## src/rtl/spi_bus_bridge.sv

```systemverilog
// spi_bus_bridge: SPI mode-0 target that turns SPI frames into PicoRV32 native-bus
// read/write transactions, acting as a second bus master.
module spi_bus_bridge #(
   parameter int unsigned TIMEOUT  = 32,
   parameter logic [31:0] ERR_DATA = 32'hDEAD_BEEF
) (
   input  logic        clk,
   input  logic        reset,
   input  logic        spi_sck,
   input  logic        spi_cs_n,
   input  logic        spi_mosi,
   output logic        spi_miso,
   output logic        spi_miso_oe,
   output logic        mem_valid,
   input  logic        mem_ready,
   output logic [31:0] mem_addr,
   output logic [31:0] mem_wdata,
   output logic [3:0]  mem_wstrb,
   input  logic [31:0] mem_rdata,
   output logic        busy,
   output logic        err
);
   typedef enum logic [2:0] {S_IDLE, S_CMD, S_ADDR, S_WDATA, S_RDUMMY, S_RDATA, S_DISCARD} spi_state_t;
   typedef enum logic {B_IDLE, B_WAIT} bus_state_t;
   localparam logic [5:0] TLAST = 6'(TIMEOUT - 1);

   spi_state_t  state_q, state_d;
   bus_state_t  bstate_q, bstate_d;
   logic [2:0]  sck_q, cs_q;
   logic [1:0]  mosi_q;
   logic [4:0]  cnt_q, cnt_d;
   logic [30:0] sr_q, sr_d;
   logic [31:0] tx_q, tx_d, addr_q, addr_d, rdbuf_q, rdbuf_d;
   logic [31:0] maddr_q, maddr_d, wdata_q, wdata_d;
   logic [3:0]  wstrb_q, wstrb_d;
   logic [5:0]  tcnt_q, tcnt_d;
   logic        is_rd_q, is_rd_d, err_q, err_d;
   logic        sck_rise, sck_fall, cs_rise, cs_fall, cs_low, mosi, rise, fall;
   logic [31:0] word, addr_inc, req_addr, req_wdata;
   logic        req, req_we, start, last;

   always_ff @(posedge clk) begin
      if (reset) begin
         sck_q  <= 3'b000;
         cs_q   <= 3'b111;
         mosi_q <= 2'b00;
      end else begin
         sck_q  <= {sck_q[1:0], spi_sck};
         cs_q   <= {cs_q[1:0], spi_cs_n};
         mosi_q <= {mosi_q[0], spi_mosi};
      end
   end

   assign sck_rise = sck_q[1] & ~sck_q[2];
   assign sck_fall = ~sck_q[1] & sck_q[2];
   assign cs_rise  = cs_q[1] & ~cs_q[2];
   assign cs_fall  = ~cs_q[1] & cs_q[2];
   assign cs_low   = ~cs_q[1];
   assign mosi     = mosi_q[1];
   // a cs rise on the same clk as an sck edge ends the frame; the edge is ignored
   assign rise     = sck_rise & ~cs_rise;
   assign fall     = sck_fall & ~cs_rise;
   assign word     = {sr_q, mosi};
   assign addr_inc = addr_q + 32'd4;

   always_ff @(posedge clk) begin
      if (reset) begin
         state_q <= S_IDLE;
         cnt_q   <= '0;
         sr_q    <= '0;
         tx_q    <= '0;
         addr_q  <= '0;
         is_rd_q <= 1'b0;
      end else begin
         state_q <= state_d;
         cnt_q   <= cnt_d;
         sr_q    <= sr_d;
         tx_q    <= tx_d;
         addr_q  <= addr_d;
         is_rd_q <= is_rd_d;
      end
   end

   always_comb begin
      state_d = state_q;
      if (cs_rise) state_d = S_IDLE;
      else case (state_q)
         S_IDLE:   if (cs_fall) state_d = S_CMD;
         S_CMD:    if (rise && cnt_q == 5'd7)
            state_d = (word[7:0] == 8'h02 || word[7:0] == 8'h03) ? S_ADDR : S_DISCARD;
         S_ADDR:   if (rise && cnt_q == 5'd31) state_d = is_rd_q ? S_RDUMMY : S_WDATA;
         S_RDUMMY: if (fall && cnt_q == 5'd8) state_d = S_RDATA;
         default:  state_d = state_q;
      endcase
   end

   always_comb begin
      cnt_d     = cnt_q;
      sr_d      = sr_q;
      tx_d      = tx_q;
      addr_d    = addr_q;
      is_rd_d   = is_rd_q;
      req       = 1'b0;
      req_we    = 1'b0;
      req_addr  = addr_inc;
      req_wdata = '0;
      if (rise && (state_q == S_CMD || state_q == S_ADDR || state_q == S_WDATA || state_q == S_RDUMMY)) begin
         cnt_d = cnt_q + 5'd1;
         sr_d  = word[30:0];
      end
      if (fall && state_q == S_RDATA) begin
         cnt_d = cnt_q + 5'd1;
         tx_d  = {tx_q[30:0], 1'b0};
      end
      if (rise && state_q == S_CMD && cnt_q == 5'd7) is_rd_d = word[7:0] == 8'h03;
      if (rise && state_q == S_ADDR && cnt_q == 5'd31) begin
         addr_d   = {word[31:2], 2'b00};
         req      = is_rd_q;
         req_addr = {word[31:2], 2'b00};
      end
      if (rise && state_q == S_WDATA && cnt_q == 5'd31) begin
         req       = 1'b1;
         req_we    = 1'b1;
         req_addr  = addr_q;
         req_wdata = word;
         addr_d    = addr_inc;
      end
      // hand the prefetched word to the shifter and fetch the next one
      if (fall && ((state_q == S_RDUMMY && cnt_q == 5'd8) || (state_q == S_RDATA && cnt_q == 5'd31))) begin
         tx_d   = rdbuf_q;
         req    = 1'b1;
         addr_d = addr_inc;
      end
      if (cs_fall) tx_d = '0;
      if (state_d != state_q) cnt_d = '0;
   end

   assign spi_miso_oe = cs_low && (state_q == S_RDUMMY || state_q == S_RDATA);
   assign spi_miso    = spi_miso_oe & tx_q[31];

   always_ff @(posedge clk) begin
      if (reset) begin
         bstate_q <= B_IDLE;
         maddr_q  <= '0;
         wdata_q  <= '0;
         wstrb_q  <= '0;
         tcnt_q   <= '0;
         rdbuf_q  <= '0;
         err_q    <= 1'b0;
      end else begin
         bstate_q <= bstate_d;
         maddr_q  <= maddr_d;
         wdata_q  <= wdata_d;
         wstrb_q  <= wstrb_d;
         tcnt_q   <= tcnt_d;
         rdbuf_q  <= rdbuf_d;
         err_q    <= err_d;
      end
   end

   assign start = bstate_q == B_IDLE && req;
   assign last  = tcnt_q == TLAST;

   always_comb bstate_d = (bstate_q == B_IDLE) ? (req ? B_WAIT : B_IDLE)
                                               : ((mem_ready || last) ? B_IDLE : B_WAIT);

   // ready beats timeout when both land on the final wait cycle
   always_comb begin
      maddr_d = start ? req_addr : maddr_q;
      wdata_d = start ? req_wdata : wdata_q;
      wstrb_d = start ? {4{req_we}} : wstrb_q;
      tcnt_d  = start ? 6'd0 : (bstate_q == B_WAIT ? tcnt_q + 6'd1 : tcnt_q);
      rdbuf_d = (bstate_q == B_WAIT && wstrb_q == 4'h0)
                ? (mem_ready ? mem_rdata : (last ? ERR_DATA : rdbuf_q)) : rdbuf_q;
      err_d   = err_q | (bstate_q == B_WAIT && !mem_ready && last);
   end

   assign mem_valid = bstate_q == B_WAIT;
   assign mem_addr  = maddr_q;
   assign mem_wdata = wdata_q;
   assign mem_wstrb = wstrb_q;
   assign busy      = cs_low | mem_valid;
   assign err       = err_q;
endmodule

```

## config.mk

```make
export PLATFORM = sky130hd
export DESIGN_NAME = spi_bus_bridge
export DESIGN_NICKNAME = d
export VERILOG_FILES = /design/src/rtl/spi_bus_bridge.sv
export SDC_FILE = /design/constraint.sdc
export NUM_CORES = 1
export LEC_CHECK = 0
export BUFFER_PORTS_ARGS = -buffer_cell sky130_fd_sc_hd__clkbuf_2
export CAP_MARGIN = 20
export CORE_MARGIN = 2
export CORE_UTILIZATION = 45
export DETAILED_ROUTE_END_ITERATION = 16
export GPL_ROUTABILITY_DRIVEN = 0
export MAX_ROUTING_LAYER = met4
export PLACE_DENSITY = 0.66
export RECOVER_POWER = 25
export SYNTH_ARGS = -nofsm -noshare
export SYNTH_HDL_FRONTEND = slang
export SYNTH_SLANG_ARGS = --single-unit
```

## constraint.sdc

```tcl
create_clock -name clk -period 2.7 [get_ports clk]
set_clock_uncertainty 0.2 [all_clocks]
set_input_delay 0.135 -clock clk [delete_from_list [all_inputs] [get_ports clk]]
set_output_delay 0.135 -clock clk [all_outputs]
set_load 0.1 [all_outputs]
```

==> metrics.cfg <==
[run_status]
status = completed

[timing]
worst_pin_slew_ns = 1.22
period_needed_ns = 2.54
fin_crit_sh_pct = 94.0
max-slew-margin-rel_pct = 19.3
hold_viol_final = 0
finalSetupViolCount = 0
drv_slew = 0
holdWs_ns = 0.170
max_freq_mhz = 394

[min_path]
worstHoldStart = spi_mosi
hold_depth = 3
hold_class = in2reg
min_to = mosi_q[0]

[global_route]
grt_overflow_total = 0
track_usage_pct = 24.0
grt_max_degree = 68
grt_pass1_vias = 8675
antenna_found_initial = 0
grt_first_pass_wirelength_um = 45700

[setup_path]
required_ns = 2.93
r2r-start = tcnt_q[0]
setup.worst_path.start_class = flip-flop
cp_max_fo = 16
r2r_cells = 8
r2r_end = rdbuf_q[20]
critical_path_arrival_ns = 2.77
worstSetupPathType = reg2reg
r2r_slack_ns = 0.16
worst_setup_path_end_kind = flip-flop

[cts]
cts-buffers-inserted = 24
htree_levels = 1
clockBufferDepth = 3
cts-root-buf = clkbuf_16
cts_sinks = 214
cts_tree = done
clk_pin_slew_ns = 0.06
insertion_delay_ns = 0.52

[layout]
stdcell_area_mm2 = 0.0123
antennaDiodeCount = 0
finalNetCount = 1331
fin_cells = 1586
area_growth_pct = 24.6
post_route_cells_drive_above_1_share_pct = 14.4
nFillCells = 1954
fin_util_pct = 56.9

[place]
io_buffers = 110
hpwl_um = 17400
dp.cells = 1495
post_dp_cell_area_mm2 = 0.0110

[die]
initial_core_util_pct = 45.7
die_area_mm2 = 0.0232
rows = 54
fp.coreArea_mm2 = 0.0217
die_w_um = 152
pin_count = 111
die_h_um = 152

[route]
drt_iter0_markers = 728
vias = 9213
ant_nets = 0
first_pass_iters = 5
drc = 0
wl_per_cell_um = 17.8
avgViaCountPerCell = 5.81
drt_wl_total_um = 28200

[power_and_ir_drop]
power_mw = 6.76
peakVddDrop_mv = 0.455
power_density_mw_per_mm2 = 548
p_leak_nw = 4.76

[flow_run]
max_cap_violations = 0

[yosys]
seq_area_frac_synth_pct = 43.2
synth_area_mm2 = 0.00991
postSynthAreaPerCell_um2 = 8.66
syn-num-nets = 1187
synth-main-ff-cell = dfxtp_1
synth.area.top_cells = dfxtp_1 (43%), mux2i_1 (8.6%), nor2_1 (6.2%)
synth_top_area_share_pct = 43.2
synth-edff-count = 0
ys_types = 70
async_flop_share_pct = 0
yosys_register_bits = 214
synth-warning-count = 0
yosys.area.top_type = dfxtp_1
syn_inst = 1144

-- per-stage QoR --
stage	setup slack, ns	setup TNS, ns
floorplan	0.0302	0
global placement	0.0502	0
finish	0.161	0
CTS	0.00219	0
global route	-0.00770	-0.00770
detailed placement	0.00618	0
-- kinds of logic after synthesis --
group | Yosys count | share of synthesized area [%]
AOI/OAI and AO/OA | 249 | 18.1
adders and majority gates | 5 | 0.632
xor gates and xnor gates | 16 | 1.41
DFF | 214 | 43.2
and+or+nand+nor | 456 | 22.9
muxes | 89 | 9.04
buffers and inverters | 115 | 4.70
-- per-layer routing --
metal	routed length, um	GRT usage, %	vias to the layer above
li1	-	-	4471
met1	13100	33.2	4411
met2	12800	36.8	285
met3	1740	3.53	46
met4	498	6.76	0
met5	0	-	-
-- cell type report --
cell class	count	area [um^2]	area share [%]
clock buffer	33	726	5.88
sequential	214	4290	34.7
multi-input combinational	815	5260	42.6
inverter	14	52.6	0.426
clock inverter	11	116	0.943
tap	280	350	2.84
timing repair buffer	219	1550	12.6
-- cell usage after synthesis, drive strengths merged, types with 8 or more instances --
cell       n
a2111oi    8
a211oi    36
a21oi     42
a22o      33
a22oi     26
and2      10
and3      13
and4       8
buf       21
clkbuf    80
dfxtp    214
inv       13
mux2i     85
nand2     76
nand3     38
nand4     19
nor2     163
nor2b     12
nor3      50
nor3b     28
nor4       8
o21ai     22
o22ai     21
o31ai      8
or4        8
xnor2     12
-- flip-flops by register name, indices dropped and copies added, names as in the netlist --
register and count:
cnt_q 5, mem_addr 31, rdbuf_q 32, sck_q 3, cs_q 3, tcnt_q 6
tx_q 32, addr_q 30, mem_valid 1, mem_wdata 32, mem_wstrb 1, is_rd_q 1
err 1, sr_q 31, state_q 3, mosi_q 2
-- worst max-delay path, cell delays in order, from the launching register on --
cell and delay (ns):
dfxtp_1 0.37, ha_1 0.21, nand3_1 0.11, o31a_1 0.38
nor2_4 0.16, buf_12 0.16, nand3_1 0.09, dlygate4sd3_1 0.59
a21oi_1 0.17
-- worst max path at each step --
stage	from	to	slack (ns)	cells after the start
3_3_place_gp	cnt_q[0]	mem_addr[5]	0.05	8
2_1_floorplan	cnt_q[0]	mem_addr[14]	0.03	10
5_1_grt	cnt_q[0]	mem_addr[3]	-0.008	8
4_1_cts	cnt_q[0]	mem_addr[7]	0.002	8
3_5_place_dp	cnt_q[0]	mem_addr[4]	0.006	8
6_report	tcnt_q[0]	rdbuf_q[20]	0.16	8
-- where the power goes --
part / total [mW] / internal [mW] / switching (mW)
sequential: 3.17 / 3.16 / 0.00494
combinational: 0.206 / 0.0857 / 0.121
clock: 3.39 / 2.07 / 1.32
total: 6.76 / 5.32 / 1.44
-- cells in the final DEF, fill, tap and decap left out, types with 28 or more instances in the layout --
| cell type | instances |
|---|---|
| a21oi_1 | 40 |
| nor2_1 | 160 |
| buf_4 | 54 |
| dlygate4sd3_1 | 44 |
| clkbuf_1 | 63 |
| nor3b_1 | 28 |
| a211oi_1 | 36 |
| nor3_1 | 49 |
| mux2i_1 | 85 |
| a22o_1 | 33 |
| dfxtp_1 | 213 |
| nand3_1 | 37 |
| clkbuf_2 | 47 |
| nand2_1 | 76 |
-- what timing repair did --
item,in CTS,in global routing
gates resized for setup,1,20
pin swaps,0,2
setup endpoints to repair,1,44
buffers inserted,0,1
cloned,0,2
hold buffers,44,0
endpoints found under the hold margin,53,0
No activity file was read; power rests on OpenSTA's default activity.
